==> src/rtl/keypad_if.sv <==
// Keypad scanner bundle: row drive and column sense toward the matrix,
// debounced key level and key pulse toward the graphics stage.
interface keypad_if;
    logic [3:0] key_col;
    logic [3:0] key_row;
    logic [4:0] key;
    logic [4:0] key_pulse;

    modport master (
        input  key_col,
        output key_row,
        output key,
        output key_pulse
    );

    modport slave (
        output key_col,
        input  key_row,
        input  key,
        input  key_pulse
    );
endinterface : keypad_if

==> src/rtl/keypad_scan.sv <==
// 4x4 matrix keypad scanner: one-hot row drive, lowest-code priority resolve,
// and a scan-rate debouncer producing a level key and a one-clock key pulse.
module keypad_scan #(
    parameter int SCAN_DIV  = 25000,
    parameter int DEB_SCANS = 4
) (
    input  logic     clk,
    input  logic     rst,
    keypad_if.master kp
);

    localparam int DIV_W = $clog2(SCAN_DIV);
    localparam int CNT_W = $clog2(DEB_SCANS + 1);
    localparam logic [DIV_W-1:0] DIV_LAST = DIV_W'(SCAN_DIV - 1);
    localparam logic [CNT_W-1:0] CNT_MAX  = CNT_W'(DEB_SCANS);
    localparam logic [CNT_W-1:0] CNT_ONE  = CNT_W'(1);

    typedef enum logic {
        IDLE,
        HELD
    } deb_state_e;

    logic [DIV_W-1:0] div_q, div_d;
    logic [1:0]       row_q, row_d;
    logic [3:0]       key_row_q, key_row_d;
    logic [4:0]       acc_q, acc_d;
    logic [4:0]       cand_q, cand_d;
    logic [CNT_W-1:0] cnt_q, cnt_d;
    logic [4:0]       key_q, key_d;
    logic [4:0]       pulse_q, pulse_d;
    deb_state_e       state_q, state_d;

    logic       tick;
    logic       scan_end;
    logic       col_hit;
    logic [1:0] col_idx;
    logic [4:0] scan_result;

    assign tick     = (div_q == DIV_LAST);
    assign scan_end = tick && (row_q == 2'd3);
    assign col_hit  = |kp.key_col;

    // Lowest set column wins; scanning from the top leaves the smallest index.
    always_comb begin
        col_idx = 2'd0;
        for (int c = 3; c >= 0; c--) begin
            if (kp.key_col[c]) col_idx = 2'(c);
        end
    end

    // The first hit of a scan is kept; later rows only fill an empty accumulator.
    assign scan_result = (tick && !acc_q[4] && col_hit) ? {1'b1, row_q, col_idx} : acc_q;

    // NOTE: every always_comb output gets a default first so no path leaves it unassigned (no latch).
    always_comb begin
        div_d     = div_q + DIV_W'(1);
        row_d     = row_q;
        key_row_d = key_row_q;
        acc_d     = acc_q;
        if (tick) begin
            div_d     = '0;
            row_d     = row_q + 2'd1;
            key_row_d = 4'b0001 << row_d;
            acc_d     = scan_end ? 5'h00 : scan_result;
        end
    end

    always_comb begin
        cand_d  = cand_q;
        cnt_d   = cnt_q;
        key_d   = key_q;
        pulse_d = 5'h00;
        state_d = state_q;
        if (scan_end) begin
            if (scan_result == cand_q) begin
                if (cnt_q != CNT_MAX) cnt_d = cnt_q + CNT_ONE;
            end else begin
                cand_d = scan_result;
                cnt_d  = CNT_ONE;
            end

            if ((cnt_d == CNT_MAX) && (cand_d != key_q)) begin
                case (state_q)
                    IDLE: begin
                        key_d   = cand_d;
                        pulse_d = cand_d;
                        state_d = HELD;
                    end
                    HELD: begin
                        key_d = cand_d;
                        if (cand_d == 5'h00) begin
                            state_d = IDLE;
                        end else begin
                            pulse_d = cand_d;
                        end
                    end
                    default: state_d = IDLE;
                endcase
            end
        end
    end

    // NOTE: sequential state uses non-blocking assignments so all flops see pre-edge values.
    always_ff @(posedge clk or posedge rst) begin
        if (rst) begin
            div_q     <= '0;
            row_q     <= 2'd0;
            key_row_q <= 4'b0001;
            acc_q     <= 5'h00;
        end else begin
            div_q     <= div_d;
            row_q     <= row_d;
            key_row_q <= key_row_d;
            acc_q     <= acc_d;
        end
    end

    always_ff @(posedge clk or posedge rst) begin
        if (rst) begin
            state_q <= IDLE;
            cand_q  <= 5'h00;
            cnt_q   <= '0;
            key_q   <= 5'h00;
            pulse_q <= 5'h00;
        end else begin
            state_q <= state_d;
            cand_q  <= cand_d;
            cnt_q   <= cnt_d;
            key_q   <= key_d;
            pulse_q <= pulse_d;
        end
    end

    assign kp.key_row   = key_row_q;
    assign kp.key       = key_q;
    assign kp.key_pulse = pulse_q;

endmodule : keypad_scan

==> src/flat_wrapper.sv <==
// flat-port wrapper written by rule: the top's interface ports become plain ports
module keypad_scan_flat 
#(
    parameter int SCAN_DIV  = 25000,
    parameter int DEB_SCANS = 4
)
  (clk, rst, kp_key_col, kp_key_row, kp_key, kp_key_pulse);
  keypad_if kp_i ();
  input  logic clk;
  input  logic rst;
  input wire logic [$bits(kp_i.key_col)-1:0] kp_key_col;
  output wire logic [$bits(kp_i.key_row)-1:0] kp_key_row;
  output wire logic [$bits(kp_i.key)-1:0] kp_key;
  output wire logic [$bits(kp_i.key_pulse)-1:0] kp_key_pulse;
  assign kp_i.key_col = kp_key_col;
  assign kp_key_row = kp_i.key_row;
  assign kp_key = kp_i.key;
  assign kp_key_pulse = kp_i.key_pulse;
  keypad_scan #(.SCAN_DIV(SCAN_DIV), .DEB_SCANS(DEB_SCANS)) u_core (.clk(clk), .rst(rst), .kp(kp_i));
endmodule
==> config.mk <==
export PLATFORM = sky130hd
export DESIGN_NAME = keypad_scan_flat
export DESIGN_NICKNAME = d
export VERILOG_FILES = /design/src/rtl/keypad_if.sv /design/src/rtl/keypad_scan.sv /design/src/flat_wrapper.sv
export SDC_FILE = /design/constraint.sdc
export NUM_CORES = 1
export LEC_CHECK = 0
export CORE_MARGIN = 2
export CORE_UTILIZATION = 60
export CTS_BUF_LIST = sky130_fd_sc_hd__clkbuf_4
export DETAILED_ROUTE_END_ITERATION = 10
export PLACE_DENSITY = 0.93
export SLEW_MARGIN = 0
export SYNTH_ARGS = -nofsm -noshare
export SYNTH_HDL_FRONTEND = slang
export SYNTH_SLANG_ARGS = --single-unit
==> constraint.sdc <==
create_clock -name clk -period 2.9 [get_ports clk]
set_clock_uncertainty 0.05 [all_clocks]
set_input_delay 0.29 -clock clk [delete_from_list [all_inputs] [get_ports clk]]
set_output_delay 0.29 -clock clk [all_outputs]
set_load 0.05 [all_outputs]
# Yosys cells after proc, flatten, opt, wreduce, memory -nomap -nowiden
# Index checks and enable logic that the tools add are counted.
# Widths: inputs -> output; s select.
# op_classes
n_addsub	3
n_eq_ne	6
shift	1
mux	18
bitwise	1
n_reduce_logical	8
# ops
cell	count
$mux 5	7
$add 15x1->15 const B	1
$eq 15x15->1 const B	1
$mux 15	1
$pmux 5 s2	1
$mux 3	3
$mux 2	4
$eq 5x5->1	1
$logic_not 5->1	1
$ne 5x5->1	1
$logic_and 1x1->1	4
$reduce_or 4->1	1
$shl 1x2->4 const A	1
$add 3x1->3 const B	1
$eq 3x3->1 const B	1
$ne 3x3->1 const B	1
$add 2x1->2 const B	1
$eq 2x2->1 const B	1
$pmux 1 s2	1
$reduce_and 2->1	1
$logic_not 1->1	1
$mux 1	1
$not 1->1	1
# word_totals
ff_bits	45
input_bits	6
output_inout_bits	14
word_cells	46

# Depth between registers and ports, before layout
# Gate-level depths: netlist (run 1).
# depth
depth_word	13
depth_mapped	9
depth_no_buf	9

# Least setup slack after synthesis (run 1)
# OpenSTA, ideal clock, no wires.
# synth_path
path_kind	register to register
startpoint	reg u_core.div_q[10]
endpoint	reg u_core.key_q[1] (netlist: u_core.kp.key[1])
setup_time_ns	0.079
arrival_time_ns	2.515
required_ns	2.771
setup_slack_ns	0.256
path_stages_with_launch	8
n_path_buf	0
synth_period_minus_slack_ns	2.644
cell_sequence	dfrtp_1 nor4b_4 nand4_4 o311a_1 or3_1 or4_4 nor3_4 mux2i_1
# synth_between
elab_chain_len	10
elab_cells_between_ends	14
cone_classes	eq/ne: 4; mux: 5; reduce/logical: 5
# synth_rtl
item	line_no	source
from (decl)	keypad_scan.sv:23	logic [DIV_W-1:0] div_q, div_d;
from (signal assigned)	keypad_scan.sv:111	div_q <= div_d;
$eq 15x15->1 *	keypad_scan.sv:39	assign tick = (div_q == DIV_LAST);
$logic_and 1x1->1 (2 in a row)	keypad_scan.sv:52	assign scan_result = (tick && !acc_q[4] && col_hit) ? {1'b1, row_q, col_idx} : acc_q;
$mux 5	keypad_scan.sv:52	
$eq 5x5->1	keypad_scan.sv:75	if (scan_result == cand_q) begin
$mux 5 or $mux 3 (tied branches)	keypad_scan.sv:75	
$mux 5 or $mux 3 (tied branches)	keypad_scan.sv:74	if (scan_end) begin
$ne 5x5->1 or $eq 3x3->1 (tied branches)	keypad_scan.sv:82	if ((cnt_d == CNT_MAX) && (cand_d != key_q)) begin
$logic_and 1x1->1	keypad_scan.sv:82	
$reduce_and 2->1 (no source line)	n/a	
to (signal assigned)	keypad_scan.sv:129	key_q <= key_d;
to (decl)	keypad_scan.sv:29	logic [4:0] key_q, key_d;
# Every way passes the cells marked *; elsewhere a longest branch is shown, timed or not. The select of a mux whose other input is x is not followed.
# A chain may end at the register's enable or synchronous reset.

# Final worst setup path (run 1)
# layout_path
startpoint	reg u_core.div_q[10]
endpoint	reg u_core.key_q[4] (netlist: u_core.kp.key[4])
# Same word-level chain as after synthesis.

==> results by group, run 1 <==
Finish
  • Area delta synth->final: 16.66%
  • Share of layout cells above drive strength 1: 11.51%
  • Nets: 291
  • ANT cells: 0

Clock tree
  • Max H-tree Level: 2
  • Hold-fix buffers, CTS: 0
  • Clk pin slew, worst setup/hold paths: 0.13 ns
  • Post-CTS setup buffers: 0
  • Worst-Skew Late Latency: 0.37 ns
  • Post-CTS resize count: 0
  • Root Buffer: clkbuf_4
  • Num Clock Sinks: 44
  • CTS Buf Count: 5
  • TritonCTS clock tree: built
  • Longest Clk Path Bufs: 2

Synth
  • Post-synth top cells: dfrtp_1, nand2_1, nor2_1
  • Count leader, synth: dfrtp_1
  • Synthesis-stage register bit count: 44
  • Share of synthesized flip-flops with an asynchronous set or reset: 100.0%
  • Cell type with the largest total area after synthesis: dfrtp_1
  • Synth warn: 0
  • Top_reg_cell synth: dfrtp_1
  • Sequential fraction of the synthesis area: 46.89%
  • EDFF count, synth: 0
  • Largest cells by area after synthesis: dfrtp_1, nand2_1, ha_1
  • Synth top area share: 45.77%
  • Cells after synthesis: 244
  • Synthesized cell area: ~2400 µm²
  • Syn nets: 258
  • Syn_area_per_cell: between 9 and 10 µm²
  • Netlist cell types: 52

Worst setup path
  • Cells on worst reg2reg path: 7
  • Max incr delay on CP: 0.48 ns
  • R2r setup slk: 0.13 ns
  • R2R Path Start: u_core.div_q[10]
  • Worst path slowest cell: dfrtp_1
  • Worst Setup Start Kind: flop
  • Worst EP required: about 3.2 ns
  • CP arrival: 3.02 ns
  • Worst path cell trace: nor4b_4 -> nand4_4 -> o311a_1 -> or3_1 -> or4_4 -> nor3_4 -> mux2i_1
  • RR Endpoint: u_core.kp.key[4]
  • Critical path class: flop to flop
  • Crit-path max FO: 6
  • CP endpoint kind: flop

STA
  • Fin Hold WS: approximately 0.28 ns
  • Final Hold Fails: 0
  • Fin worst setup slack: between 0.1 and 0.15 ns
  • Endpoints failing setup: 0
  • Period utilization: 95.47%
  • Setup_tns: 0 ns
  • Min Tclk post-route: 2.769 ns
  • Max Clk Rate: between 300 and 400 MHz
  • RSZ-0062 raised after global routing: no
  • Final Max Slew Viols: 0
  • Slew HR: between 30% and 40%
  • Worst-margin pin slew: 0.9915 ns

Status
  • Status: finished, final reports clean

Power
  • Reg power frac: 60.7%
  • Max VDD drop: 0.2850 mV
  • Int Pwr: ~0.00080 W
  • NetSw: around 0.00021 W
  • Combinational power share: roughly 2.5%
  • Switching part of the total: 20.96%
  • Clock share of power: 36.7%
  • Power Dens Cells: approximately 370 nW/µm²
  • LEAKAGE: about 1.3 nW

Drt
  • Vias: about 1900
  • ANT nets after route: 0
  • Drt pass-1 iters: 4
  • Top routing layer used: met4
  • DR WL/cell: 15.52 µm
  • Metal3 WL: 275 µm
  • Routed length on met1: 2248 µm
  • DRT Wirelength: 5058 µm
  • Drt first-iter violations: 111
  • Vias per cell: 5.770
  • Met2 wire length: around 2400 µm
  • Remaining DRCs: 0

Floorplanning
  • Core area: 3716 µm²
  • Initial core utilization: 63.27%
  • I/O pins: 20
  • Die width: 66.60 µm
  • Row count: 22
  • Die area: 4435 µm²
  • Die Height: 66.60 µm

Placement
  • I/O Buffers: 19
  • DP HPWL: between 3000 and 4000 µm
  • RD Place Congestion: 0.9257
  • Setup WS pre-CTS: 0.02238 ns

Global route
  • Global route overflow: 0
  • First-pass GRT wire length: 8687 µm
  • Antenna violations before repair: 0
  • Pin count of the biggest net entering global routing: 29
  • Vias in the first global route: ~1900
  • GRT Total Usage: approximately a quarter

Min path
  • Worst hold-check path type: input pin to async pin

Flow run
  • Max capacitance violation total: 0
==> final cells by class <==
cell class                      count  area [µm²]
Tap cell                           48       60.06
Clock inverter                      3       37.54
Multi-Input combinational cell    183        1184
Timing Repair Buffer               30       272.8
Clock buffer                        5       37.54
Fill cell                         287       973.4
Sequential cell                    44        1102
Inverter                           13       48.80
==> sequential cells by signal (all words and copies together), names as in the netlist <==
signal               flops
u_core.kp.key_row        4
u_core.kp.key_pulse      5
u_core.acc_q             5
u_core.kp.key            5
u_core.div_q            15
u_core.cand_q            5
u_core.cnt_q             3
u_core.row_q             2
==> layer usage <==
| metal | global-route usage [%] | vias up |
|---|---|---|
| li1 | - | 907 |
| met1 | 36.14 | 908 |
| met2 | 40.63 | 54 |
| met3 | 5.405 | 12 |
| met4 | 12.76 | 0 |
| met5 | 0 | - |
==> critical path, delay by kind of cell, from the launching register on <==
family | cells | cell delay (ns)
AND/OR/NAND/NOR | 5 | 1.59
multiplexers | 1 | 0.20
AO/OA/AOI/OAI | 1 | 0.38
flip-flops | 1 | 0.48
==> how the worst max path moves through the flow <==
stage                      from                to  slack, ns  depth (start not counted)
3_5_place_dp      kp_key_col[0]  u_core.kp.key[0]       0.02                          9
2_1_floorplan  u_core.div_q[10]  u_core.kp.key[1]       0.26                          7
4_1_cts        u_core.div_q[10]  u_core.kp.key[4]       0.13                          7
6_report       u_core.div_q[10]  u_core.kp.key[4]       0.13                          7
3_3_place_gp      kp_key_col[2]  u_core.kp.key[0]       0.08                          9
5_1_grt        u_core.div_q[10]  u_core.kp.key[1]      0.005                          8
==> through the flow <==
stage / cells / total power, W / util [%] / cell area [µm²]
final: 326 / 0.001011 / 73.80 / 2743
after CTS: 326 / 0.001018 / 73.80 / 2743
after global placement: 318 / 0.0006508 / 71.78 / 2668
after global routing: 326 / 0.001048 / 73.80 / 2743
after detailed placement: 318 / 0.0006516 / 71.78 / 2668
after floorplan: 244 / 0.0006360 / - / 2351
==> power groups by stage <==
| stage | Clock (W) | Combinational [W] | Sequential (W) |
|---|---|---|---|
| final | 0.000371 | 0.0000257 | 0.000613 |
| after global routing | 0.000405 | 0.0000294 | 0.000614 |
| after CTS | 0.000378 | 0.0000264 | 0.000614 |
| after floorplan | 0 | 0.0000108 | 0.000625 |
| after detailed placement | 0 | 0.0000264 | 0.000625 |
| after global placement | 0 | 0.0000256 | 0.000625 |
==> cell families (layout without fill, tap and decap cells) <==
logic type,Yosys count,after routing,synth area share (%)
buffers and inverters,17,51,2.767
muxes,8,8,3.566
xor gates and xnor gates,16,16,5.961
AOI/OAI and AO/OA,40,40,11.12
and+or+nand+nor,110,110,25.01
DFF,44,44,46.89
adders and majority gates,9,9,4.684
==> cell usage in the layout, fill, tap and decap left out, types with 2 or more instances in the layout <==
| cell | n |
|---|---|
| dfrtp_1 | 43 |
| nand2_1 | 35 |
| nor2_1 | 25 |
| clkdlybuf4s50_1 | 19 |
| o21ai_0 | 15 |
| inv_1 | 12 |
| buf_4 | 11 |
| nand3_1 | 10 |
| xor2_1 | 9 |
| ha_1 | 8 |
| xnor2_1 | 7 |
| a21oi_1 | 6 |
| and3_1 | 5 |
| nor3_1 | 5 |
| mux2i_1 | 5 |
| clkbuf_4 | 5 |
| and2_1 | 4 |
| nor4_1 | 3 |
| or2_2 | 3 |
| or3_1 | 3 |
| mux2_2 | 3 |
| nand2b_1 | 3 |
| o21a_1 | 3 |
| clkinv_1 | 3 |
| and4bb_2 | 2 |
| nor2b_1 | 2 |
| o2111ai_1 | 2 |
(Power assumes the default switching activity.)
==> run 2: changes to the inputs <==
Settings changed: CORE_UTILIZATION 60 to 45, CTS_CLUSTER_DIAMETER from default to 60, PLACE_DENSITY 0.93 to 0.76.
==> results by group, run 2 (synthesis gave the netlist of run 1 again) <==
Worst setup path
  • Worst Setup Start Kind: flop (unchanged)
  • Max incr delay on CP: 0.48 ns (about the same)
  • Critical path class: flop to flop (unchanged)
  • CP arrival: 3.03 ns (was 3.02 ns)
  • Worst path cell trace: nor4b_4 -> nand4_4 -> o311a_1 -> or3_1 -> or4_4 -> nor3_4 -> mux2i_1 (unchanged)
  • R2R Path Start: u_core.div_q[11] (was u_core.div_q[10])
  • Crit-path max FO: 5 (was 6)
  • Crit path launch: u_core.div_q[11] (was u_core.div_q[10])
  • Worst path slowest cell: dfrtp_2 (was dfrtp_1)
  • Worst EP required: 3.13 ns (was 3.15 ns)
  • CP endpoint kind: flop (unchanged)

STA
  • Slew HR: 42.73% (was 33.49%)
  • Final Hold Fails: 0 (unchanged)
  • Min Tclk post-route: 2.791 ns (was 2.769 ns)
  • Setup_tns: 0 ns (unchanged)
  • Max Clk Rate: 358.2 MHz (was 361.2 MHz)
  • Endpoints failing setup: 0 (unchanged)
  • Period utilization: 96.25% (was 95.47%)
  • Final Max Slew Viols: 0 (unchanged)
  • Worst-margin pin slew: 0.8538 ns (was 0.9915 ns)

Global route
  • Met3 usage: 4.384% (was 5.405%)
  • Met2 usage: 29.65% (was 40.63%)
  • GRT Total Usage: 18.71% (was 26.54%)
  • Global route overflow: 0 (unchanged)
  • Pin count of the biggest net entering global routing: 24 (was 29)
  • Vias in the first global route: 1891 (was 1869)
  • GR peak layer: met2 (unchanged)
  • Antenna violations before repair: 0 (unchanged)
  • Met1 global-route usage: 24.59% (was 36.14%)
  • First-pass GRT wire length: 8735 µm (was 8687 µm)

Clock tree
  • CTS Buf Count: 5 (unchanged)
  • TritonCTS clock tree: built (unchanged)
  • Hold-fix buffers, CTS: 0 (unchanged)
  • Worst-Skew Late Latency: 0.37 ns (about the same)
  • Clk pin slew, worst setup/hold paths: 0.15 ns (was 0.13 ns)
  • Num Clock Sinks: 44 (unchanged)
  • Root Buffer: clkbuf_4 (unchanged)
  • Max H-tree Level: 2 (unchanged)
  • Longest Clk Path Bufs: 2 (unchanged)

Floorplanning
  • Die area: 5819 µm² (was 4435 µm²)
  • Die width: 76.28 µm (was 66.60 µm)
  • Initial core utilization: 46.33% (was 63.27%)
  • I/O pins: 20 (unchanged)
  • Die Height: 76.28 µm (was 66.60 µm)
  • Row count: 26 (was 22)
  • Core area: 5075 µm² (was 3716 µm²)

Finish
  • Most frequent cells in the layout: dfrtp_1, nand2_1, nor2_1 (unchanged)
  • ANT cells: 0 (unchanged)
  • Sequential Area: 1104 µm² (was 1102 µm²)
  • Area delta synth->final: 19.48% (was 16.66%)
  • Commonest non-fill, non-tap cell in the layout: dfrtp_1 (unchanged)
  • Fin util: 55.35% (was 73.80%)
  • Multi-input gate area: 1185 µm² (was 1184 µm²)
  • Nets: 298 (was 291)
  • Share of layout cells above drive strength 1: 15.09% (was 11.51%)
  • Largest Register: u_core.div_q (unchanged)
  • Fillers: 483 (was 287)
  • Max reg flops: 15 (unchanged)

Drt
  • Drt pass-1 iters: 4 (unchanged)
  • ANT nets after route: 0 (unchanged)
  • DRT Wirelength: 5069 µm (was 5058 µm)
  • Remaining DRCs: 0 (unchanged)
  • DR WL/cell: 14.28 µm (was 15.52 µm)
  • Vias per cell: 5.361 (was 5.770)
  • Vias: 1903 (was 1881)
  • Drt first-iter violations: 152 (was 111)

Power
  • Max VDD drop: 0.2488 mV (was 0.2850 mV)
  • Tot Pwr: 0.0009537 W (was 0.001011 W)
  • Power Dens Cells: 339.5 nW/µm² (was 368.5 nW/µm²)
  • LEAKAGE: 1.311 nW (was 1.284 nW)

Flow run
  • Max capacitance violation total: 0 (unchanged)

Min path
  • Worst hold-check path type: input pin to async pin (unchanged)

Status
  • Status: finished, final reports clean (unchanged)

Placement
  • I/O Buffers: 19 (unchanged)
  • DP HPWL: 3816 µm (was 3698 µm)
  • RD Place Congestion: 0.9203 (was 0.9257)
-- run 2: final cells by class --
class	instances	share of cell area (%)
Clock buffer	5	1.336
Clock inverter	3	0.7572
Inverter	13	1.737
Multi-Input combinational cell	183	42.18
Sequential cell	44	39.29
Tap cell	70	3.118
Timing Repair Buffer	37	11.58
-- run 2: final timing paths --
| path | slack (ns) | end | cells after the start |
|---|---|---|---|
| min in group clk | 0.42 | u_core.kp.key_row[0] | 2 |
| worst max-delay path | 0.11 | u_core.kp.key[4] | 7 |
| max in group asynchronous | 1.90 | u_core.kp.key_row[0] | 3 |
| worst max register to register | 0.11 | u_core.kp.key[4] | 7 |
| worst min register to register | 0.42 | u_core.kp.key_row[0] | 2 |
| worst min-delay path | 0.22 | u_core.kp.key_pulse[1] | 2 |
-- run 2: power by group --
group,internal [W],switching (W)
clock network,0.0000962,0.000217
registers,0.000614,0
logic,0.0000101,0.0000167
-- run 2: layer usage --
metal	vias to the layer above	wire length, µm
li1	921	-
met1	900	2251
met2	67	2327
met3	15	357
met4	0	133
met5	-	0
-- run 2: worst max-delay path, delay by kind of cell (launching register included) --
family          cells  cell delay [ns]
compound gates      1             0.39
flops               1             0.48
mux                 1             0.19
simple gates        5             1.59
-- run 2: metrics by stage --
stage	hold WS, ns	cell area [µm²]	instances	setup WS, ns
after CTS	0.2380	2799	354	0.05614
after global routing	0.2878	2809	355	-0.01288
after detailed placement	0.4003	2740	346	0.002328
after floorplan	0.3829	2351	244	0.2560
after global placement	0.3955	2740	346	0.06243
final	0.2185	2809	355	0.1086
-- run 2: timing repair --
action                                  4_1_cts  5_1_grt
endpoints found under the hold margin         0        0
setup buffers                                 0        1
endpoints found under the setup margin        0        4
resized for setup                             0        2
==> run 3: changes to the inputs <==
==> constraint.sdc (replaced) <==
create_clock -name clk -period 2.9 [get_ports clk]
set_clock_uncertainty 0.05 [all_clocks]
set_input_delay 0.58 -clock clk [delete_from_list [all_inputs] [get_ports clk]]
set_output_delay 0.58 -clock clk [all_outputs]
set_load 0.05 [all_outputs]
==> results by group, run 3 (synthesis gave the netlist of run 1 again) <==
Clock tree
  • Max H-tree Level: 2 (unchanged)
  • Longest Clk Path Bufs: 2 (unchanged)
  • Root Buffer: clkbuf_4 (unchanged)
  • TritonCTS clock tree: built (unchanged)
  • Hold-fix buffers, CTS: 0 (unchanged)
  • Worst-Skew Late Latency: 0.36 ns (was 0.37 ns)
  • Num Clock Sinks: 44 (unchanged)
  • Clk pin slew, worst setup/hold paths: 0.12 ns (was 0.15 ns)
  • CTS Buf Count: 5 (unchanged)

Worst setup path
  • RR Endpoint: u_core.kp.key[0] (was u_core.kp.key[4])
  • Cells on worst reg2reg path: 8 (was 7)
  • R2r setup slk: 0.13 ns (was 0.11 ns)
  • CP delay by family, top: simple AND/OR/NAND/NOR gates (unchanged)
  • CP bufs+invs: 2 (was 0)
  • Crit-path max FO: 5 (unchanged)
  • Worst path slowest cell: clkdlybuf4s50_1 (was dfrtp_2)
  • R2R Path Start: u_core.div_q[11] (unchanged)
  • CP arrival: 3.00 ns (was 3.03 ns)
  • CP endpoint kind: flop (unchanged)
  • Max incr delay on CP: 0.55 ns (was 0.48 ns)
  • Critical path class: input pin to flop (was flop to flop)
  • Worst EP required: 3.10 ns (was 3.13 ns)
  • Worst Setup Start Kind: input pin (was flop)
  • CP most frequent cell: o2111ai_1
  • Worst path cell trace: clkdlybuf4s50_1 -> nor4_2 -> buf_4 -> or2_2 -> or4_1 -> o2111ai_1 -> o2111ai_1 -> o211ai_2 -> mux2_2 (was nor4b_4 -> nand4_4 -> o311a_1 -> or3_1 -> or4_4 -> nor3_4 -> mux2i_1)
  • Crit path depth: 9 (was 7)

Floorplanning
  • Initial core utilization: 46.33% (unchanged)
  • Row count: 26 (unchanged)
  • Core area: 5075 µm² (unchanged)
  • Die width: 76.28 µm (unchanged)
  • Die Height: 76.28 µm (unchanged)
  • Die area: 5819 µm² (unchanged)
  • I/O pins: 20 (unchanged)

STA
  • Final Hold Fails: 0 (unchanged)
  • Min Tclk post-route: 2.798 ns (was 2.791 ns)
  • Final Max Slew Viols: 0 (unchanged)
  • Period utilization: 96.49% (was 96.25%)
  • Max Clk Rate: 357.4 MHz (was 358.2 MHz)
  • Slew HR: 35.48% (was 42.73%)
  • Fin Hold WS: 0.4162 ns (was 0.2185 ns)
  • Worst-margin pin slew: 0.9618 ns (was 0.8538 ns)
  • Endpoints failing setup: 0 (unchanged)

Global route
  • Pin count of the biggest net entering global routing: 27 (was 24)
  • Antenna violations before repair: 0 (unchanged)
  • Vias in the first global route: 1845 (was 1891)
  • First-pass GRT wire length: 8756 µm (was 8735 µm)
  • GRT Total Usage: 18.88% (was 18.71%)
  • Global route overflow: 0 (unchanged)

Finish
  • ANT cells: 0 (unchanged)
  • Area delta synth->final: 21.39% (was 19.48%)
  • Nets: 304 (was 298)
  • Most frequent cells in the layout: dfrtp_1, nand2_1, nor2_1 (unchanged)
  • Largest Register: u_core.div_q (unchanged)
  • Share of layout cells above drive strength 1: 16.15% (was 15.09%)
  • Design Area, Final: 2854 µm² (was 2809 µm²)
  • Fin util: 56.24% (was 55.35%)
  • Commonest non-fill, non-tap cell in the layout: dfrtp_1 (unchanged)
  • Post-Layout Cell Count: 361 (was 355)
  • Max reg flops: 15 (unchanged)

Drt
  • DRT Wirelength: 5239 µm (was 5069 µm)
  • DR WL/cell: 14.51 µm (was 14.28 µm)
  • Drt first-iter violations: 146 (was 152)
  • Remaining DRCs: 0 (unchanged)
  • Vias: 1921 (was 1903)
  • ANT nets after route: 0 (unchanged)
  • Vias per cell: 5.321 (was 5.361)
  • Drt pass-1 iters: 4 (unchanged)

Power
  • NetSw: 0.0002151 W (was 0.0002336 W)
  • Reg power frac: 65.4% (was 64.4%)
  • Max VDD drop: 0.2046 mV (was 0.2488 mV)
  • Switching part of the total: 22.92% (was 24.50%)
  • Power Dens Cells: 328.8 nW/µm² (was 339.5 nW/µm²)
  • Combinational power share: 3.0% (was 2.8%)
  • Int Pwr: 0.0007233 W (was 0.0007200 W)
  • Clock share of power: 31.7% (was 32.8%)
  • LEAKAGE: 1.338 nW (was 1.311 nW)
  • Tot Pwr: 0.0009384 W (was 0.0009537 W)

Flow run
  • Max capacitance violation total: 0 (unchanged)

Status
  • Status: finished, final reports clean (unchanged)

Min path
  • Cells on Worst Hold Path: 2
  • Worst hold-check path type: flop to flop (was input pin to async pin)
  • Hold Crit Start: u_core.kp.key_row[0]
  • WHS Endpoint: u_core.kp.key_row[0]

Placement
  • I/O Buffers: 19 (unchanged)
  • Placed cell area: 2785 µm² (was 2740 µm²)
  • RD Place Congestion: 0.9268 (was 0.9203)
  • Placed insts: 352 (was 346)
  • DP HPWL: 3878 µm (was 3816 µm)
[run 3: cell count changes in the layout (fill, tap and decap cells not counted), sizes merged]
cell,delta
buf,+6
clkbuf,+1
clkinv,+1
inv,-1
clkinvlp,-1
[run 3: worst max-delay path by stage]
stage | startpoint | end | slack [ns]
CTS | u_core.div_q[11] | u_core.kp.key[1] | 0.07
global route | u_core.div_q[11] | u_core.kp.key[0] | -0.0005
floorplan | kp_key_col[1] | u_core.kp.key[1] | 0.07
global placement | kp_key_col[1] | u_core.kp.key[0] | -0.17
detailed placement | kp_key_col[1] | u_core.kp.key[1] | -0.27
finish | kp_key_col[1] | u_core.kp.key[0] | 0.10
[run 3: repair_timing]
| action | CTS | global route |
|---|---|---|
| gates resized for setup | 0 | 4 |
| setup buffers | 0 | 1 |
| endpoints found under the setup margin | 0 | 9 |
[run 3: per-stage QoR]
| stage | TNS, ns | setup WS, ns |
|---|---|---|
| after floorplan | 0 | 0.06886 |
| after global placement | -1.057 | -0.1743 |
| after detailed placement | -2.125 | -0.2688 |
| after CTS | 0 | 0.07208 |
| after global routing | -0.0005014 | -0.0005014 |
| final | 0 | 0.1019 |
[run 3: power groups by stage]
stage	clock network (W)	registers (W)	logic, W
3_5_place_dp	0	0.000625	0.0000276
3_3_place_gp	0	0.000625	0.0000274
5_1_grt	0.000328	0.000614	0.0000316
4_1_cts	0.000306	0.000614	0.0000277
6_report	0.000297	0.000614	0.0000278
2_1_floorplan	0	0.000625	0.0000108
[run 3: area by class of cell]
type	instances	area, µm²
clock buffer	6	45.04
clock inverter	2	7.507
fill	481	2221
inverter	13	48.80
multi-input combinational	183	1192
sequential	44	1102
tap	70	87.58
timing repair buffer	43	370.4
[run 3: worst min-delay path, delay by kind of cell (launching register included)]
family,cells,cell delay (ns)
and+or+nand+nor,2,0.09
DFF,1,0.39
[run 3: routing by layer]
metal	vias to the layer above	share of wire [%]	track usage (%)	routed length (µm)
met1	928	47	25.77	2452
met4	0	2.0	6.545	105
met5	-	0	0	0
met2	48	47	29.91	2471
met3	13	4.0	4.028	209
li1	932	-	-	-
